--- src/rtl/f_mult_round.sv ---
// f_mult_round: two-stage normalize / round / pack back end for the binary32
// multiplier. Stage 1 normalizes the 48-bit significand product and
// denormalizes tiny results; stage 2 rounds, resolves overflow and packs the
// result with its accrued flags {NV,DZ,OF,UF,NX}. Special operands resolved
// upstream ride through both stages unchanged.
module f_mult_round (
  input  logic               clk,
  input  logic               rst,
  input  logic               in_valid,
  output logic               in_ready,
  input  logic               sign,
  input  logic signed [9:0]  exp_sum,
  input  logic [47:0]        mant,
  input  logic [2:0]         rounding,
  input  logic               in_special,
  input  logic [31:0]        special_result,
  input  logic [4:0]         special_flags,
  output logic               out_valid,
  input  logic               out_ready,
  output logic [31:0]        y,
  output logic [4:0]         flags
);

  // Round-increment decision; modes 101..111 fall back to nearest-even.
  function automatic logic round_inc(input logic [2:0] rm, input logic s,
                                     input logic lsb, input logic g,
                                     input logic st);
    logic nx;
    nx = g | st;
    case (rm)
      3'b001:  round_inc = 1'b0;
      3'b010:  round_inc = nx & s;
      3'b011:  round_inc = nx & ~s;
      3'b100:  round_inc = g;
      default: round_inc = g & (st | lsb);
    endcase
  endfunction

  // Overflow saturates to infinity or to the largest finite magnitude,
  // depending on whether the mode rounds away from zero for this sign.
  function automatic logic [31:0] ovf_result(input logic [2:0] rm,
                                             input logic s);
    logic to_inf;
    case (rm)
      3'b001:  to_inf = 1'b0;
      3'b010:  to_inf = s;
      3'b011:  to_inf = ~s;
      default: to_inf = 1'b1;
    endcase
    ovf_result = to_inf ? {s, 8'hFF, 23'h000000} : {s, 8'hFE, 23'h7FFFFF};
  endfunction

  logic adv;

  logic               vld_p1_q;
  logic               sign_p1_q,  sign_p1_d;
  logic [23:0]        sig_p1_q,   sig_p1_d;
  logic               grd_p1_q,   grd_p1_d;
  logic               stk_p1_q,   stk_p1_d;
  logic [7:0]         exp_p1_q,   exp_p1_d;
  logic               tiny_p1_q,  tiny_p1_d;
  logic               ovf_p1_q,   ovf_p1_d;
  logic [2:0]         rm_p1_q;
  logic               spec_p1_q;
  logic [31:0]        sres_p1_q;
  logic [4:0]         sflg_p1_q;

  logic               vld_p2_q;
  logic [31:0]        y_p2_q,     y_p2_d;
  logic [4:0]         flg_p2_q,   flg_p2_d;

  logic signed [10:0] ne;
  logic [10:0]        sh;
  logic [49:0]        ext;
  logic               inexact;
  logic               inc;
  logic [24:0]        sum;
  logic [8:0]         exp9;
  logic [7:0]         exp_o;
  logic               of;

  assign adv       = ~vld_p2_q | out_ready;
  assign in_ready  = adv;
  assign out_valid = vld_p2_q;
  assign y         = y_p2_q;
  assign flags     = flg_p2_q;

  // Stage 0 -> 1: normalize the product and denormalize tiny results.
  always_comb begin
    sign_p1_d = sign;
    ext       = '0;
    sh        = '0;
    if (mant[47]) begin
      sig_p1_d = mant[47:24];
      grd_p1_d = mant[23];
      stk_p1_d = |mant[22:0];
      ne       = {exp_sum[9], exp_sum} + 11'sd1;
    end else begin
      sig_p1_d = mant[46:23];
      grd_p1_d = mant[22];
      stk_p1_d = |mant[21:0];
      ne       = {exp_sum[9], exp_sum};
    end
    exp_p1_d  = ne[7:0];
    tiny_p1_d = 1'b0;
    ovf_p1_d  = (ne >= 11'sd255);
    if (ne <= 11'sd0) begin
      tiny_p1_d = 1'b1;
      exp_p1_d  = 8'h00;
      sh        = 11'd1 - ne;
      if (sh >= 11'd26) begin
        stk_p1_d = stk_p1_d | grd_p1_d | (|sig_p1_d);
        sig_p1_d = '0;
        grd_p1_d = 1'b0;
      end else begin
        ext      = {sig_p1_d, grd_p1_d, 25'h0} >> sh[4:0];
        sig_p1_d = ext[49:26];
        grd_p1_d = ext[25];
        stk_p1_d = stk_p1_d | (|ext[24:0]);
      end
    end
  end

  // Stage 1 register: valid is reset, the datapath only loads on advance.
  always_ff @(posedge clk) begin
    if (rst) vld_p1_q <= 1'b0;
    else if (adv) vld_p1_q <= in_valid;
    if (adv) begin
      sign_p1_q <= sign_p1_d;
      sig_p1_q  <= sig_p1_d;
      grd_p1_q  <= grd_p1_d;
      stk_p1_q  <= stk_p1_d;
      exp_p1_q  <= exp_p1_d;
      tiny_p1_q <= tiny_p1_d;
      ovf_p1_q  <= ovf_p1_d;
      rm_p1_q   <= rounding;
      spec_p1_q <= in_special;
      sres_p1_q <= special_result;
      sflg_p1_q <= special_flags;
    end
  end

  // Stage 1 -> 2: round, detect carry-into-overflow, pack and raise flags.
  always_comb begin
    inexact = grd_p1_q | stk_p1_q;
    inc     = round_inc(rm_p1_q, sign_p1_q, sig_p1_q[0], grd_p1_q, stk_p1_q);
    sum     = {1'b0, sig_p1_q} + {24'h0, inc};
    exp9    = {1'b0, exp_p1_q} + {8'h00, sum[24]};
    if (tiny_p1_q) begin
      // A subnormal that rounds up into bit 23 becomes the smallest normal.
      exp_o = {7'h00, sum[23]};
      of    = 1'b0;
    end else begin
      exp_o = exp9[7:0];
      of    = ovf_p1_q | (exp9 == 9'd255);
    end
    if (spec_p1_q) begin
      y_p2_d   = sres_p1_q;
      flg_p2_d = sflg_p1_q;
    end else if (of) begin
      y_p2_d   = ovf_result(rm_p1_q, sign_p1_q);
      flg_p2_d = 5'b00101;
    end else begin
      y_p2_d   = {sign_p1_q, exp_o, sum[22:0]};
      flg_p2_d = {2'b00, 1'b0, tiny_p1_q & inexact, inexact};
    end
  end

  // Stage 2 register: result holds while the consumer stalls.
  always_ff @(posedge clk) begin
    if (rst) begin
      vld_p2_q <= 1'b0;
      y_p2_q   <= 32'h0;
      flg_p2_q <= 5'h0;
    end else if (adv) begin
      vld_p2_q <= vld_p1_q;
      if (vld_p1_q) begin
        y_p2_q   <= y_p2_d;
        flg_p2_q <= flg_p2_d;
      end
    end
  end

endmodule

--- config.mk ---
export PLATFORM = sky130hd
export DESIGN_NAME = f_mult_round
export DESIGN_NICKNAME = d
export VERILOG_FILES = /design/src/rtl/f_mult_round.sv
export SDC_FILE = /design/constraint.sdc
export NUM_CORES = 1
export LEC_CHECK = 0
export CAP_MARGIN = 5
export CORE_UTILIZATION = 55
export DETAILED_ROUTE_END_ITERATION = 12
export PLACE_DENSITY = 0.92
export SETUP_SLACK_MARGIN = 0.3
export SKIP_CTS_REPAIR_TIMING = 1
export SLEW_MARGIN = 20
export SYNTH_ARGS = -nofsm -noshare
export SYNTH_HDL_FRONTEND = slang
export SYNTH_SLANG_ARGS = --single-unit
export TNS_END_PERCENT = 20
--- constraint.sdc ---
create_clock -name clk -period 8.5 [get_ports clk]
set_input_delay 1.7 -clock clk [delete_from_list [all_inputs] [get_ports clk]]
set_output_delay 1.7 -clock clk [all_outputs]
set_load 0.01 [all_outputs]
==> flow_summary.json, run 1 <==
{
  "vias_per_cell": 6.31,
  "worstSetupStartpointType": "input pin",
  "tightest_slew_ns": 1.13,
  "root_buffer": "clkbuf_16",
  "antenna_left": 0,
  "finalClockSkew_ns": 0.0170,
  "r2r_setup_slack_ns": 2.90,
  "grt_pass1_wl_mm": 35.0,
  "synth_flop_cell": "edfxtp_1",
  "final_util_pct": 72.6,
  "die_h_um": 121,
  "port_buffers": 142,
  "dpl.cell_count": 1115,
  "critical_path_class": "input pin to register",
  "rows": 42,
  "multiInputGateArea_sq_mm": 0.00431,
  "cellPowerDensity_mw_per_mm2": 186,
  "cts-htree-levels": 4,
  "yosysUniqueCellTypes": 72,
  "initial_core_util_pct": 57.4,
  "grt_start_max_net_pins": 81,
  "design.die.area_sq_mm": 0.0145,
  "crit_path_top_delay_cell": "xor3_1",
  "crit_path_end_kind": "register",
  "grt_setup_unrepaired": "no",
  "syn_area_per_cell_sq_um": 9.12,
  "critPathMaxFanout": 61,
  "drive_gt1_share_pct": 8.55,
  "ys_ff_latch": 117,
  "synth_seq_area_share_pct": 40.4,
  "ioPinCount": 143,
  "min_path_cells": 2,
  "syn-cell-area_sq_mm": 0.00772,
  "clkTransAtPathRegs_ns": 0.05,
  "cap_viol_max_count": 0,
  "timing.critical_path.cells": "buf_2, ha_1, mux2_2, inv_2, ha_1, xor3_1, nor2_1, a221oi_1, nor4b_1, nand4_1, a221o_1",
  "final_max_slew_viol_count": 0,
  "hp-class": "register to register",
  "area_delta_synth_final_pct": 26.4,
  "status": "completed",
  "hold_violations": 0,
  "route.detailed.drc": 0,
  "worstRegToRegCells": 18,
  "syn_inst": 847,
  "p_leak_nw": 3.54,
  "grt_pass1_vias": 6581,
  "yosysWarningCount": 0,
  "nFillCells": 1002,
  "diodes": 0,
  "arrival_ns": 6.46,
  "hold_ws_ns": 0.458,
  "antenna_found_initial": 0,
  "final_cell_area_sq_mm": 0.00976,
  "setup_tns_ns": 0,
  "cts-buffers-inserted": 17,
  "clock_latency_ns": 0.41,
  "core_sq_mm": 0.0135,
  "fin_cells": 1147,
  "synth_enable_flop_cells": 78,
  "post_drt_wl_per_cell_um": 19.6,
  "placed_cell_area_sq_mm": 0.00915,
  "syn_nets": 958,
  "setup_ws_ns": 2.20,
  "wirelength_mm": 22.4,
  "total_power_mw": 1.82,
  "dieWidth_um": 121,
  "ir_worst_vdd_v": 0.000139,
  "min_period_over_period_pct": 74.2,
  "seqCellArea_sq_mm": 0.00312,
  "relSlewSlack_pct": 24.1,
  "dr.pass1.iters": 5,
  "cp.required_ns": 8.66,
  "layout.nets": 1069,
  "pre_cts_ws_ns": 1.91,
  "cts_buffer_depth": 2,
  "cts_tree": "done",
  "hpwl_mm": 15.9,
  "cp_common_cell": "ha_1",
  "vias": 7236,
  "period_minus_slack_ns": 6.30,
  "first_iter_violations": 779,
  "slowest_delay_ns": 0.76,
  "cts_sinks": 117,
  "max_clock_freq_ghz": 0.159,
  "gp_congestion": 0.984,
  "setup_violations": 0,
  "track_usage_pct": 31.3,
  "synthArstFlopShare_pct": 0,
  "grt_overflow": 0
}
==> where the power goes <==
part / internal, mW / leakage, nW / switching, mW
combinational: 0.189 / 2.07 / 0.248
sequential: 0.654 / 1.16 / 0.0292
clock: 0.464 / 0.305 / 0.235
==> registers in the layout, indices dropped and copies added, names as in the netlist, 3 cells and up <==
register / cells
sres_p1_q: 32
y: 32
sig_p1_q: 24
exp_p1_q: 8
flags: 5
sflg_p1_q: 5
rm_p1_q: 3
==> cells in the mapped netlist, types with 4 or more instances <==
cell type	count	area, sq um
dfxtp_1	39	781
and4_1	4	35.0
a211oi_1	41	308
edfxtp_1	78	2340
and2_1	8	50.1
inv_1	9	33.8
o22ai_2	8	100
o21ai_0	25	125
a31oi_1	9	56.3
nor2b_1	5	31.3
nor4_1	14	87.6
a32o_1	7	70.1
xor2_1	22	193
ha_1	7	87.6
nand4_1	9	56.3
a22o_1	7	61.3
or3_1	6	37.5
clkbuf_1	33	124
and3_1	14	87.6
nor3_1	27	135
xnor2_1	18	158
nor2_1	106	398
a21boi_0	4	30.0
mux2i_1	49	490
buf_4	4	30.0
a31o_2	4	35.0
a21oi_1	46	230
buf_1	4	15.0
o31ai_1	4	30.0
or2_2	8	50.1
o22ai_1	8	50.1
a21o_1	4	30.0
nand3_1	28	140
buf_2	13	65.1
nand2b_1	14	87.6
nand2_1	83	312
o221ai_1	9	78.8
mux2_2	9	101
o211ai_1	6	45.0
o311ai_0	4	35.0
==> cell families after synthesis <==
group           after synthesis  synth area share, %
compound gates              213                 19.7
xor+xnor                     42                 5.05
fa+ha+maj                     7                 1.13
buf+inv                      67                 3.85
flops                       117                 40.4
mux                          61                 8.39
simple gates                340                 21.4
==> critical path: cells and delay by family <==
| kind | cells | cell delay [ns] |
|---|---|---|
| buffers and inverters | 2 | 1.15 |
| adder cells (fa/ha/maj) | 2 | 0.83 |
| AND/OR/NAND/NOR | 3 | 0.83 |
| XOR/XNOR | 1 | 0.76 |
| AO/OA/AOI/OAI | 2 | 0.72 |
| multiplexers | 1 | 0.46 |
==> cells in the final DEF, fill, tap and decap left out, drive strengths merged, types with 6 or more instances in the layout <==
cell type / Yosys / layout
dfxtp: 39 / 39
nand2: 83 / 83
nand2b: 14 / 14
mux2i: 49 / 49
ha: 7 / 7
xnor2: 19 / 19
a31oi: 9 / 9
nor2: 107 / 107
o211ai: 6 / 6
clkdlybuf4s50: 0 / 140
nor3: 29 / 29
a21oi: 46 / 46
inv: 11 / 13
edfxtp: 78 / 78
a32o: 7 / 7
o221ai: 9 / 9
and3: 14 / 14
a211oi: 41 / 41
xor2: 22 / 22
buf: 23 / 8
and2: 9 / 9
or3: 6 / 6
nor4: 14 / 14
nand4: 10 / 10
clkbuf: 33 / 27
a22o: 7 / 7
o22ai: 16 / 16
o21ai: 26 / 26
nand3: 30 / 30
mux2: 10 / 10
or2: 8 / 8
==> per-layer routing <==
metal / global-route usage, % / up-vias / wire, um
li1: - / 3420 / -
met1: 40.6 / 3407 / 9300
met2: 52.7 / 372 / 10900
met3: 5.52 / 37 / 1660
met4: 10.3 / 0 / 548
met5: 0 / - / 0
==> layout make-up <==
class                      count  share of cell area [%]
clock inverter                 5                   0.282
clock buffer                  27                    5.92
sequential                   117                    32.0
timing repair buffer         148                    14.9
multi-input combinational    663                    44.2
inverter                      11                   0.423
tap                          176                    2.26
==> worst paths after layout <==
kind / to / from
hold reg to reg: y[11]$_SDFFE_PP0P_ / y[11]$_SDFFE_PP0P_
setup reg to reg: y[10]$_SDFFE_PP0P_ / sign_p1_q$_DFFE_PN_
setup / recovery: stk_p1_q$_DFFE_PN_ / exp_sum[0]
hold / removal: y[11]$_SDFFE_PP0P_ / y[11]$_SDFFE_PP0P_
Power figures use the tool's default switching activity.
==> inputs of run 2 (changes only) <==
Settings changed: CORE_UTILIZATION 55 to 54, PLACE_DENSITY 0.92 to 0.91.
Clock period 8.5 ns to 6.4 ns, I/O delays scaled along.
==> flow_summary.json, run 2 (synthesis gave the netlist of run 1 again) <==
{
  "setup_violations": 0,
  "final_cell_mix": "clkdlybuf4s50_1, nor2_1, nand2_1",
  "cts_buffer_depth": 2,
  "port_buffers": 142,
  "ir_worst_vdd_v": 0.000182,
  "wirelength_mm": 23.5,
  "setup_tns_ns": 0,
  "die_h_um": 122,
  "final_cell_area_sq_mm": 0.00992,
  "grt_pass1_vias": 6949,
  "hp-class": "register to register",
  "dr.pass1.iters": 5,
  "dpl.cell_count": 1130,
  "first_iter_violations": 839,
  "status": "completed",
  "clkTransAtPathRegs_ns": 0.06,
  "cts-buffers-inserted": 17,
  "clock_latency_ns": 0.43,
  "arrival_ns": 5.74,
  "core_sq_mm": 0.0139,
  "rows": 43,
  "period_minus_slack_ns": 5.40,
  "cap_viol_max_count": 0,
  "antenna_found_initial": 0,
  "placed_cell_area_sq_mm": 0.00924,
  "hpwl_mm": 16.3,
  "antenna_left": 0,
  "max_clock_freq_ghz": 0.185,
  "finalClockSkew_ns": 0.0212,
  "final_common_cell": "clkdlybuf4s50_1",
  "grt_start_max_net_pins": 64,
  "cts_tree": "done",
  "design.die.area_sq_mm": 0.0148,
  "r2r_setup_slack_ns": 1.0,
  "relSlewSlack_pct": 38.9,
  "final_max_slew_viol_count": 0,
  "route.detailed.drc": 0,
  "grt_setup_unrepaired": "no",
  "cellPowerDensity_mw_per_mm2": 261,
  "critical_path_class": "register to register",
  "post_drt_wl_per_cell_um": 20.2,
  "cts-htree-levels": 4,
  "gp_congestion": 0.954,
  "diodes": 0,
  "layout.nets": 1080,
  "grt_pass1_wl_mm": 36.5,
  "nFillCells": 988,
  "dieWidth_um": 122,
  "critPathMaxFanout": 20,
  "drive_gt1_share_pct": 9.88,
  "track_usage_pct": 32.3,
  "min_period_over_period_pct": 84.4,
  "tightest_slew_ns": 0.908,
  "initial_core_util_pct": 55.4,
  "hold_violations": 0,
  "hold_ws_ns": 0.461,
  "vias_per_cell": 6.37,
  "cp.required_ns": 6.74,
  "cts_sinks": 117,
  "fin_cells": 1162,
  "crit_path_end_kind": "register",
  "root_buffer": "clkbuf_16",
  "ioPinCount": 143,
  "area_delta_synth_final_pct": 28.4,
  "vias": 7405,
  "grt_overflow": 0,
  "p_leak_nw": 3.62,
  "worstSetupStartpointType": "register"
}
run 2: changes by cell type in the layout (fill, tap and decap cells not counted), sizes merged:
cell / previous run / this run
buf: 8 / 19
bufinv: 0 / 6
clkbuf: 27 / 17
clkinv: 3 / 5
inv: 13 / 15
run 2: where the power goes:
group | total [mW] | internal (mW) | leakage, nW | switching [mW]
clock | 1.08 | 0.733 | 0.333 | 0.346
combinational | 0.598 | 0.260 | 2.13 | 0.338
sequential | 0.908 | 0.868 | 1.16 | 0.0404
run 2: final timing paths:
path,depth (start not counted),from,endpoint
setup / recovery,18,rm_p1_q[1]$_DFFE_PN_,y[4]$_SDFFE_PP0P_
hold / removal,2,flags[3]$_SDFFE_PP0P_,flags[3]$_SDFFE_PP0P_
setup reg to reg,18,rm_p1_q[1]$_DFFE_PN_,y[4]$_SDFFE_PP0P_
hold reg to reg,2,flags[3]$_SDFFE_PP0P_,flags[3]$_SDFFE_PP0P_
run 2: critical path, cell delays in order, from the launching register on:
cell and delay [ns]:
edfxtp_1 0.40, nor2b_1 0.16, xnor2_1 0.27, nor2_1 0.17, a21oi_1 0.15, ha_1 0.26, ha_1 0.30, nand3_1 0.15
nor3_1 0.41, and3_1 0.23, ha_1 0.23, ha_1 0.24, nor2b_1 0.18, nand2_1 0.07, a211o_1 0.33, a21o_1 0.42
o31ai_1 0.83, o221ai_1 0.30, a21oi_1 0.23
run 2: area by class of cell:
type | instances | area [sq um] | share of cell area (%)
Inverter | 11 | 41.3 | 0.416
Multi-Input combinational cell | 663 | 4310 | 43.5
Clock buffer | 17 | 425 | 4.29
Sequential cell | 117 | 3120 | 31.5
Clock inverter | 15 | 249 | 2.51
Tap cell | 180 | 225 | 2.27
Timing Repair Buffer | 159 | 1540 | 15.5
run 2: stage by stage:
stage / util [%] / setup slack [ns] / power (mW)
6_report: 71.2 / 0.998 / 2.59
4_1_cts: 71.2 / 1.08 / 2.58
5_1_grt: 71.2 / 0.568 / 2.67
2_1_floorplan: - / 1.53 / 1.27
3_3_place_gp: 66.3 / 1.11 / 1.49
3_5_place_dp: 66.3 / 1.02 / 1.49
run 2: routing by layer:
| layer | share of wire (%) | up-vias | GRT usage [%] |
|---|---|---|---|
| li1 | - | 3441 | - |
| met1 | 40 | 3481 | 40.3 |
| met2 | 48 | 423 | 54.5 |
| met3 | 7.9 | 60 | 5.34 |
| met4 | 3.7 | 0 | 15.4 |
| met5 | 0 | - | 0 |
